**src/rtl/rob_multiport.sv**
```systemverilog
// Parametrised reorder buffer: in-order allocation, out-of-order writeback on
// NUM_PORTS ports, one in-order retirement per cycle, flush and occupancy.
module rob_multiport #(
    parameter int ID_SIZE          = 3,
    parameter int NUM_PORTS        = 2,
    parameter int REG_ADDRESS_SIZE = 5,
    parameter int REG_SIZE         = 32
) (
    input  logic                                  clk,
    input  logic                                  reset,
    input  logic                                  alloc_req,
    output logic [ID_SIZE-1:0]                    alloc_id,
    output logic                                  alloc_stall,
    input  logic [NUM_PORTS-1:0]                  wb_req,
    input  logic [NUM_PORTS*ID_SIZE-1:0]          wb_id,
    input  logic [NUM_PORTS*REG_ADDRESS_SIZE-1:0] wb_address,
    input  logic [NUM_PORTS*REG_SIZE-1:0]         wb_data,
    input  logic [NUM_PORTS-1:0]                  wb_w,
    input  logic                                  flush,
    output logic                                  commit_valid,
    output logic [ID_SIZE-1:0]                    commit_id,
    output logic [REG_ADDRESS_SIZE-1:0]           commit_address,
    output logic [REG_SIZE-1:0]                   commit_data,
    output logic                                  commit_write,
    output logic [ID_SIZE:0]                      occupancy
);
    localparam int DEPTH = 1 << ID_SIZE;

    logic [DEPTH-1:0]                       valid_q, valid_d, done_q, done_d, w_q, w_d;
    logic [DEPTH-1:0][REG_ADDRESS_SIZE-1:0] addr_q, addr_d;
    logic [DEPTH-1:0][REG_SIZE-1:0]         data_q, data_d;
    logic [ID_SIZE-1:0]                     head_q, head_d, tail_q, tail_d;
    logic [ID_SIZE:0]                       count_q, count_d;
    logic                                   cvalid_q, cvalid_d, cwrite_q, cwrite_d;
    logic [ID_SIZE-1:0]                     cid_q, cid_d;
    logic [REG_ADDRESS_SIZE-1:0]            caddr_q, caddr_d;
    logic [REG_SIZE-1:0]                    cdata_q, cdata_d;

    logic               full, grant, commit;
    logic [ID_SIZE-1:0] wid;

    assign full        = (count_q == (ID_SIZE+1)'(DEPTH));
    assign grant       = alloc_req & ~full;
    assign commit      = valid_q[head_q] & done_q[head_q];
    assign alloc_id    = tail_q;
    assign alloc_stall = full;

    always_comb begin
        valid_d  = valid_q;
        done_d   = done_q;
        w_d      = w_q;
        addr_d   = addr_q;
        data_d   = data_q;
        head_d   = head_q;
        tail_d   = tail_q;
        count_d  = count_q + (ID_SIZE+1)'(grant) - (ID_SIZE+1)'(commit);
        cvalid_d = 1'b0;
        cwrite_d = 1'b0;
        cid_d    = cid_q;
        caddr_d  = caddr_q;
        cdata_d  = cdata_q;
        wid      = '0;

        // Walk ports high to low so the lowest index lands last and wins.
        for (int p = NUM_PORTS - 1; p >= 0; p--) begin
            wid = wb_id[p*ID_SIZE +: ID_SIZE];
            if (wb_req[p] && valid_q[wid]) begin
                done_d[wid] = 1'b1;
                w_d[wid]    = wb_w[p];
                addr_d[wid] = wb_address[p*REG_ADDRESS_SIZE +: REG_ADDRESS_SIZE];
                data_d[wid] = wb_data[p*REG_SIZE +: REG_SIZE];
            end
        end

        if (commit) begin
            valid_d[head_q] = 1'b0;
            done_d[head_q]  = 1'b0;
            head_d          = head_q + ID_SIZE'(1);
            cvalid_d        = 1'b1;
            cwrite_d        = w_q[head_q];
            cid_d           = head_q;
            caddr_d         = addr_q[head_q];
            cdata_d         = data_q[head_q];
        end

        if (grant) begin
            valid_d[tail_q] = 1'b1;
            done_d[tail_q]  = 1'b0;
            tail_d          = tail_q + ID_SIZE'(1);
        end

        // Flush squashes everything still in flight, including this cycle's commit.
        if (flush) begin
            valid_d  = '0;
            done_d   = '0;
            head_d   = head_q;
            tail_d   = head_q;
            count_d  = '0;
            cvalid_d = 1'b0;
            cwrite_d = 1'b0;
            cid_d    = cid_q;
            caddr_d  = caddr_q;
            cdata_d  = cdata_q;
        end
    end

    always_ff @(posedge clk) begin
        if (reset) begin
            valid_q  <= '0;
            done_q   <= '0;
            w_q      <= '0;
            addr_q   <= '0;
            data_q   <= '0;
            head_q   <= '0;
            tail_q   <= '0;
            count_q  <= '0;
            cvalid_q <= 1'b0;
            cwrite_q <= 1'b0;
            cid_q    <= '0;
            caddr_q  <= '0;
            cdata_q  <= '0;
        end else begin
            valid_q  <= valid_d;
            done_q   <= done_d;
            w_q      <= w_d;
            addr_q   <= addr_d;
            data_q   <= data_d;
            head_q   <= head_d;
            tail_q   <= tail_d;
            count_q  <= count_d;
            cvalid_q <= cvalid_d;
            cwrite_q <= cwrite_d;
            cid_q    <= cid_d;
            caddr_q  <= caddr_d;
            cdata_q  <= cdata_d;
        end
    end

    assign commit_valid   = cvalid_q;
    assign commit_write   = cwrite_q;
    assign commit_id      = cid_q;
    assign commit_address = caddr_q;
    assign commit_data    = cdata_q;
    assign occupancy      = count_q;
endmodule

```
**config.mk**
```make
export PLATFORM = sky130hd
export DESIGN_NAME = rob_multiport
export DESIGN_NICKNAME = d
export VERILOG_FILES = /design/src/rtl/rob_multiport.sv
export SDC_FILE = /design/constraint.sdc
export NUM_CORES = 1
export LEC_CHECK = 0
export ABC_AREA = 1
export CAP_MARGIN = 25
export CORE_MARGIN = 1
export CORE_UTILIZATION = 28
export DETAILED_ROUTE_END_ITERATION = 16
export DONT_BUFFER_PORTS = 1
export PLACE_DENSITY = 0.39
export SYNTH_ARGS = -nofsm -noshare
export SYNTH_HDL_FRONTEND = slang
export SYNTH_SLANG_ARGS = --single-unit
```
**constraint.sdc**
```tcl
create_clock -name clk -period 3.3 [get_ports clk]
set_clock_uncertainty 0.15 [all_clocks]
set_input_delay 0 -clock clk [delete_from_list [all_inputs] [get_ports clk]]
set_output_delay 0 -clock clk [all_outputs]
set_load 0.01 [all_outputs]
```
# Word-level counts from Yosys, hierarchy flattened
# Cells that the tools add are included.
[classes]
reduce_logical = 10
shift = 0
n_bitwise = 13
div = 0
muxes = 51
n_addsub = 4
n_mul = 0
eq_ne = 1
magnitude_cmp = 8
[op_table]
columns = ["cell", "n"]
rows = [
  ["256-bit bitwise mux", 2],
  ["256-bit two-way mux", 2],
  ["32-bit demux with 3-bit select", 2],
  ["32-bit binary-select mux with 3-bit select", 1],
  ["32-bit two-way mux", 3],
  ["40-bit bitwise mux", 2],
  ["40-bit two-way mux", 2],
  ["8-bit two-way mux", 8],
  ["5-bit demux with 3-bit select", 2],
  ["8-bit bitwise AND", 3],
  ["8-bit OR", 3],
  ["8-bit bitwise mux", 2],
  ["3-bit by 4-bit < comparator with 1-bit output (second input constant)", 4],
  ["8-bit inverter", 2],
  ["1-bit binary-select mux with 3-bit select", 5],
  ["5-bit binary-select mux with 3-bit select", 1],
  ["5-bit two-way mux", 3],
  ["1-bit demux with 3-bit select", 4],
  ["3-bit by 1-bit >= comparator with 1-bit output (second input constant)", 4],
  ["1-bit two-way mux", 10],
  ["3-bit by 1-bit adder with 3-bit output (second input constant)", 2],
  ["1-bit logical AND", 6],
  ["3-bit two-way mux", 2],
  ["4-bit by 1-bit adder with 4-bit output", 1],
  ["8 further kinds", 11],
]
[word_totals]
reg_bits = 372
memories = 0
ramBits = 0
word_cells = 114
out_inout_bits = 50
input_bits = 88
romBits = 0
latchBits = 0

# Logic depth before layout (Yosys ltp)
# Gate-level depths: netlist (run 1).
[logic_depth]
ltp_word = 12
depth_mapped = 17
ltp_nobuf = 16

# Least setup slack after synthesis (run 1)
# Ideal clock, no wire load.
[synth_timing]
path_type = "reg-to-reg"
start = "register head_q[2]"
end = "register count_q[2], in the netlist occupancy[2]"
required_time_ns = 3.022
stages_incl_launch_ff = 17
t_arrival_ns = 2.061
path_slack_ns = 0.961
period_less_slack_ns = 2.339
path_cell_list = "dfxtp_1 -> buf_2 -> inv_2 -> nor2_1 -> nand2_1 -> nor2_1 -> nor2_1 -> nand2_1 -> nand2_1 -> inv_1 -> ha_1 -> inv_1 -> ha_1 -> inv_1 -> fa_1 -> xor2_1 -> nor2_1"
[synth_via]
elab_chain_cells = 4
elab_cells_between_ends = 6
[synth_rtl]
columns = ["item", "line", "source"]
rows = [
  ["from (decl)", "32", "logic [ID_SIZE-1:0] head_q, head_d, tail_q, tail_d;"],
  ["from (signal assigned)", "114", "head_q <= '0;"],
  ["from (signal assigned)", "128", "head_q <= head_d;"],
  ["1-bit binary-select mux with 3-bit select", "44", "assign commit = valid_q[head_q] & done_q[head_q];"],
  ["1-bit two-way mux (not written as such)", "44", ""],
  ["1-bit bitwise AND (*)", "44", ""],
  ["net commit", "39", "logic full, grant, commit;"],
  ["4-bit by 1-bit subtractor with 4-bit output (*)", "56", "count_d = count_q + (ID_SIZE+1)'(grant) - (ID_SIZE+1)'(commit);"],
  ["to (signal assigned)", "130", "count_q <= count_d;"],
  ["to (decl)", "33", "logic [ID_SIZE:0] count_q, count_d;"],
]
# Mark *: on every way through the listed nets, which the timed path passes. The rest lies on a longest branch. The select of a mux whose other input is x is not followed.
# A chain may end at the register's enable or synchronous reset.

# Worst setup path after layout (run 1)
[layout_timing]
start = "register valid_q[7]"
end = "register data_q[21] (netlist name)"
[layout_via]
elab_chain_cells = 6
elab_cells_between_ends = 9
[layout_rtl]
columns = ["item", "line", "source"]
rows = [
  ["from (decl)", "29", "logic [DEPTH-1:0] valid_q, valid_d, done_q, done_d, w_q, w_d;"],
  ["from (signal assigned)", "123", "valid_q <= valid_d;"],
  ["1-bit binary-select mux with 3-bit select", "67", "if (wb_req[p] && valid_q[wid]) begin"],
  ["1-bit two-way mux (not written as such)", "67", ""],
  ["1-bit logical AND", "67", ""],
  ["256-bit two-way mux", "67", ""],
  ["256-bit bitwise mux", "71", "data_d[wid] = wb_data[p*REG_SIZE +: REG_SIZE];"],
  ["256-bit two-way mux (*)", "67", ""],
  ["to (signal assigned)", "127", "data_q <= data_d;"],
  ["to (decl)", "31", "logic [DEPTH-1:0][REG_SIZE-1:0] data_q, data_d;"],
]
# Mark *: on every way between the ends. The rest lies on a longest branch, timed or not. The select of a mux whose other input is x is not followed.

==> results of run 1 <==
## kinds of logic after synthesis
family,synth area share [%]
fa+ha+maj,0.423
flops,29.2
buf+inv,10.1
simple gates,51.8
compound gates,8.28
xor+xnor,0.103
## area by class of cell
| cell class | count | share of cell area [%] |
|---|---|---|
| well taps | 1176 | 4.41 |
| clock inverters | 19 | 0.394 |
| flip-flops and latches | 372 | 22.4 |
| repair buffers | 611 | 18.7 |
| inverters | 214 | 2.43 |
| diodes | 3 | 0.0225 |
| multi-input cells | 3559 | 46.9 |
| clock buffers | 79 | 4.78 |
## cell usage in the layout, fill, tap and decap left out, types with 3 or more instances in the layout
cell type | synthesis | routed
nand4_1 | 344 | 344
nor2_4 | 8 | 8
buf_16 | 0 | 6
nand3_4 | 0 | 7
ha_1 | 7 | 7
buf_12 | 0 | 19
clkbuf_8 | 0 | 18
inv_1 | 202 | 200
nor2_1 | 752 | 752
nor3_2 | 0 | 9
dfxtp_2 | 0 | 7
clkinv_2 | 0 | 15
clkbuf_16 | 0 | 53
nand2_8 | 1 | 4
o21ai_1 | 4 | 4
clkbuf_1 | 154 | 9
nand2_1 | 1675 | 1673
a22oi_1 | 22 | 22
inv_2 | 6 | 11
dfxtp_1 | 372 | 365
o21ai_0 | 324 | 324
buf_4 | 10 | 66
dlygate4sd3_1 | 0 | 519
nand3_1 | 345 | 338
diode_2 | 0 | 3
a21oi_1 | 48 | 48
## worst min path at each step
stage	startpoint	to	slack, ns	cells past startpoint
after floorplan	reset	commit_id[0]	-0.08	1
after global placement	reset	commit_id[0]	-0.07	1
after detailed placement	reset	commit_id[0]	-0.07	1
after CTS	wb_req[0]	addr_q[2]	0.00002	4
after global routing	wb_req[0]	addr_q[2]	0.04	4
final	wb_id[5]	addr_q[20]	0.01	7
## power by group
part / total, mW / switching, mW / internal [mW] / leakage [nW]
clock: 5.85 / 2.46 / 3.40 / 0.872
combinational: 1.01 / 0.781 / 0.226 / 9.75
sequential: 4.52 / 0.0169 / 4.51 / 3.00
## cell usage after synthesis
cell       instances
nor2_4             8
xnor2_1            1
o221ai_1           1
a21oi_1           48
clkbuf_1         154
nand2_1         1675
nand4_1          344
a31oi_1            1
ha_1               7
o21ai_0          324
nand3b_1           1
nand2_2            2
buf_1             35
xor2_1             2
inv_1            202
fa_1               1
nor2_1           752
buf_6              8
and2_1             2
inv_2              6
a22o_1             1
buf_4             10
a22oi_1           22
o22ai_1            1
o2bb2ai_1          2
clkinv_1           6
nand3_2            1
nand2_4            1
a211oi_1           1
o21a_1             1
nand2_8            1
nor3_1            10
buf_2            179
o21ai_1            4
nand3_1          345
dfxtp_1          372
## critical path: stages (launching register included)
cell	delay, ns
dfxtp_2	0.38
nand2_1	0.07
nand2_1	0.08
nand2_1	0.05
nand2_1	0.06
nand2_1	0.12
nand2_8	0.15
buf_12	0.42
nand3_1	0.17
dlygate4sd3_1	0.62
nand2_1	0.07
nor2_1	0.04
dlygate4sd3_1	0.56
nor2_1	0.08
## layer usage
layer / up-vias / part of all wire, %
li1: 15166 / -
met1: 14903 / 46
met2: 1143 / 44
met3: 205 / 7.3
met4: 6 / 2.8
met5: - / 0.027
## registers in the layout (all words and copies together) (netlist names)
name,count
data_q,256
addr_q,40
commit_data,32
done_q,8
valid_q,8
w_q,8
commit_address,5
occupancy,4
alloc_id,3
commit_id,3
head_q,3
commit_valid,1
commit_write,1
## what timing repair did
item                                    4_1_cts  5_1_grt
hold endpoints to repair                    351        0
buffers inserted                              0        4
endpoints found under the setup margin        0      118
hold buffers                                521        0
resized for setup                             0        9
==> impl_metrics.csv, run 1 <==
group,metric,value,unit
detailed_routing,routedWlPerCell,21.9,um
sta,worst_slack,0.0406,ns
global_route,grt_pass1_vias,29257,
sta,rsz0062_at_grt,"yes",
critical_path,path_class,"register to register",
critical_path,worst_setup_path_end_kind,"register",
sta,timing.final.crit_period,3.26,ns
floorplan,start_util,28.3,%
floorplan,ios,138,
critical_path,rrSetupSlack,0.04,ns
sta,slew-limit-headroom,20.0,%
critical_path,crit_start,"valid_q[7]",
final_layout,multi_input_area,15600,um2
placed_design,gp_congestion,0.792,
final_layout,regArea,7460,um2
sta,finalHoldViolCount,0,
placed_design,hpwl,68.3,mm
floorplan,fp.dieH,304,um
pwr,ir_drop,0.000328,V
critical_path,r2r_cells,13,
floorplan,core_area,90000,um2
yosys,avgSynthCellArea,5.62,um2
cts,cts_tree,"yes",
pwr,power_density,341,nW/um2
final_layout,layout-drive-gt1-share,4.76,%
sta,maxSlewViolCount,0,
run_status,outcome,"complete, no violations",
sta,holdWs,0.0109,ns
hold_path,hp-class,"input pin to register",
critical_path,cp-start-kind,"register",
global_route,grtUsageTotal,28.1,%
critical_path,timing.rr.end,"data_q[21]",
cts,clock_path_buffers,3,
pwr,fin_total_pwr,11.4,mW
detailed_routing,drc,0,
final_layout,num-fill-cells,10121,
global_route,antenna_found_initial,6,
cts,cts_buffers,52,
critical_path,cp.arrival,3.66,ns
sta,finalSetupViolCount,0,
sta,fmax,307,MHz
global_route,grt_overflow_total,0,
sta,post-route-period-util,98.8,%
yosys,seq_area_frac_synth,29.2,%
sta,worstMarginPinSlew,1.20,ns
yosys,synthesis.nets,4627,
placed_design,place_ws,0.607,ns
final_layout,stdcell_count,6033,
yosys,synth_area_leaders,"dfxtp_1 29%, nand2_1 25%, nor2_1 11%",
detailed_routing,drt_iter0_markers,2889,
global_route,grt_first_pass_wirelength,195,mm
global_route,met1_usage,38.5,%
yosys,ys_ff_latch,372,
cts,clock_latency,0.62,ns
detailed_routing,vias,31423,
detailed_routing,drt_pass1_iterations,5,
floorplan,rows,110,
yosys,yosysTopAreaCell,"dfxtp_1",
job,drv_cap,0,
placed_design,port_buffers,0,
critical_path,cp_max_fo,119,
cts,cts_root_buf,"clkbuf_16",
critical_path,reg2reg_from,"valid_q[7]",
global_route,top_usage_layer,"met2",
critical_path,required,3.71,ns
final_layout,fin_nets,4906,
global_route,grt_max_degree,170,
critical_path,endpoint,"data_q[21]",
placed_design,placedCellCount,5405,
detailed_routing,finalWirelength,132,mm
cts,clk_pin_slew,0.06,ns
pwr,p_leak,13.6,nW
yosys,netlist_area,25500,um2
yosys,ys_types,36,
floorplan,die_area,92200,um2
sta,setup-tns-final,0,ns
floorplan,fp.dieW,304,um
yosys,yosysWarnings,0,
placed_design,placed_cell_area,26300,um2
cts,htreeDepth,2,
final_layout,area_growth,31.0,%
detailed_routing,vias_per_cell,5.21,
yosys,synth_top_area_share,29.2,%
yosys,syn_inst,4531,
global_route,grtUsageMet2,44.9,%
final_layout,stdcell_area,33400,um2
final_layout,fin_util,37.1,%
global_route,met3_usage,4.95,%
detailed_routing,final_antenna_net_count,0,
cts,cts.sinks,372,
(Power assumes the default switching activity.)
==> inputs of run 2 (changes only) <==
--- a/config.mk
+++ b/config.mk
@@ -12,6 +12,7 @@
 export DETAILED_ROUTE_END_ITERATION = 16
 export DONT_BUFFER_PORTS = 1
 export PLACE_DENSITY = 0.39
+export REMOVE_ABC_BUFFERS = 1
 export SYNTH_ARGS = -nofsm -noshare
 export SYNTH_HDL_FRONTEND = slang
 export SYNTH_SLANG_ARGS = --single-unit
==> impl_metrics.csv, run 2 (synthesis results as in run 1) <==
group,metric,value,unit
run_status,outcome,"finished with violations",
run_status,violations,"negative hold slack",
cts,htreeDepth,2,
critical_path,r2r_cells,12,
pwr,power_density,341,nW/um2
final_layout,largest-register,"data_q",
placed_design,port_buffers,0,
cts,clk_pin_slew,0.06,ns
critical_path,cp_max_fo,15,
cts,clock_latency,0.62,ns
sta,finalSetupViolCount,0,
detailed_routing,vias,30488,
final_layout,mostFrequentLayoutCell,"nand2_1",
final_layout,largest_reg_flops,256,
placed_design,gp_congestion,0.779,
sta,rsz0062_at_grt,"yes",
detailed_routing,routedWlPerCell,21.3,um
global_route,grt_max_degree,171,
floorplan,rows,110,
floorplan,core_area,90000,um2
floorplan,fp.dieW,304,um
final_layout,layout-drive-gt1-share,4.42,%
critical_path,cp-start-kind,"input pin",
placed_design,placedCellCount,5407,
sta,holdWs,-0.0277,ns
sta,finalHoldViolCount,1,
detailed_routing,vias_per_cell,5.15,
placed_design,placed_cell_area,26300,um2
final_layout,area_growth,26.4,%
critical_path,cp.arrival,3.60,ns
critical_path,required,3.65,ns
final_layout,fin_nets,4801,
sta,post-route-period-util,98.6,%
global_route,grt_overflow_total,0,
pwr,p_leak,14.0,nW
sta,fmax,307,MHz
cts,cts_root_buf,"clkbuf_16",
hold_path,hp-class,"input pin to register",
cts,cts_setup_buffers,0,
cts,cts.sinks,372,
detailed_routing,drt_pass1_iterations,6,
global_route,antenna_found_initial,5,
floorplan,start_util,28.3,%
critical_path,path_class,"input pin to register",
sta,maxSlewViolCount,0,
sta,slew-limit-headroom,26.2,%
sta,worstMarginPinSlew,1.11,ns
detailed_routing,finalWirelength,126,mm
floorplan,ios,138,
hold_path,hold_depth,7,
detailed_routing,final_antenna_net_count,0,
critical_path,worst_setup_path_end_kind,"register",
job,drv_cap,0,
cts,cts_tree,"yes",
placed_design,hpwl,63.7,mm
global_route,grtUsageTotal,26.8,%
floorplan,die_area,92200,um2
floorplan,fp.dieH,304,um
detailed_routing,drc,0,
cts,cts_buffers,51,
detailed_routing,drt_iter0_markers,2259,
final_layout,stdcell_area,32200,um2
global_route,grt_pass1_vias,28880,
final_layout,layout_common_cells,"1672 x nand2_1, 752 x nor2_1, 415 x dlygate4sd3_1, 369 x dfxtp_1, 344 x nand4_1",
final_layout,stdcell_count,5924,
global_route,grt_first_pass_wirelength,187,mm
cts,clock_path_buffers,3,
pwr,ir_drop,0.000315,V
sta,timing.final.crit_period,3.25,ns
run 2: changes by cell type in the layout (fill, tap and decap cells not counted), sizes merged, moves of 2 or more:
cell and change:
dlygate4sd3 -104, clkinv -9, inv +2, clkbuf +4
run 2: through the flow:
| stage | setup WS [ns] | hold slack, ns | util [%] | power, mW | TNS, ns |
|---|---|---|---|---|---|
| 2_1_floorplan | -4.58 | -0.0809 | - | 5.16 | -1506.37 |
| 3_3_place_gp | 0.596 | -0.0783 | 29.2 | 5.42 | 0 |
| 3_5_place_dp | 0.640 | -0.0759 | 29.2 | 5.41 | 0 |
| 4_1_cts | 0.00326 | 0.00375 | 35.6 | 11.1 | 0 |
| 5_1_grt | -0.0192 | 0.0155 | 35.8 | 11.3 | -0.0379 |
| 6_report | 0.0462 | -0.0277 | 35.8 | 11.0 | 0 |
run 2: path summary, 6_finish.rpt:
check	start	end	slack, ns
setup / recovery	wb_id[2]	data_q[132]	0.05
hold / removal	wb_id[5]	done_q[0]	-0.03
setup reg to reg	valid_q[1]	data_q[166]	0.13
hold reg to reg	valid_q[4]	valid_q[4]	0.33
run 2: repair_timing:
action	in CTS	in global routing
endpoints found under the hold margin	367	0
setup endpoints to repair	0	141
resized for setup	0	9
hold buffers	418	0
run 2: layout make-up:
type                            instances  area (um2)
Multi-Input combinational cell       3559       15600
Antenna cell                            2        5.00
Clock buffer                           83        1500
Tap cell                             1176        1470
Fill cell                           10075       57800
Sequential cell                       372        7450
Timing Repair Buffer                  507        5260
Inverter                              214         811
Clock inverter                         11        66.3
run 2: power by group:
group / internal, mW / total [mW] / switching, mW / leakage [nW]
Clock: 3.08 / 5.45 / 2.37 / 0.771
Combinational: 0.225 / 0.992 / 0.767 / 10.2
Sequential: 4.51 / 4.52 / 0.0164 / 3.00
run 2: routing by layer:
metal / GRT usage, % / part of all wire, % / up-vias
met5: 0 / 0.044 / -
met4: 7.96 / 2.8 / 8
met3: 3.31 / 5.6 / 200
met2: 45.4 / 47 / 923
met1: 35.3 / 45 / 14402
li1: - / - / 14955
run 2: critical path, cell delays in order:
cell	delay, ns
dlygate4sd3_1	0.78
inv_1	0.26
nor3_2	0.14
dlygate4sd3_1	0.62
buf_4	0.38
nand4_1	0.13
dlygate4sd3_1	0.61
nand2_1	0.06
nor2_1	0.05
dlygate4sd3_1	0.54
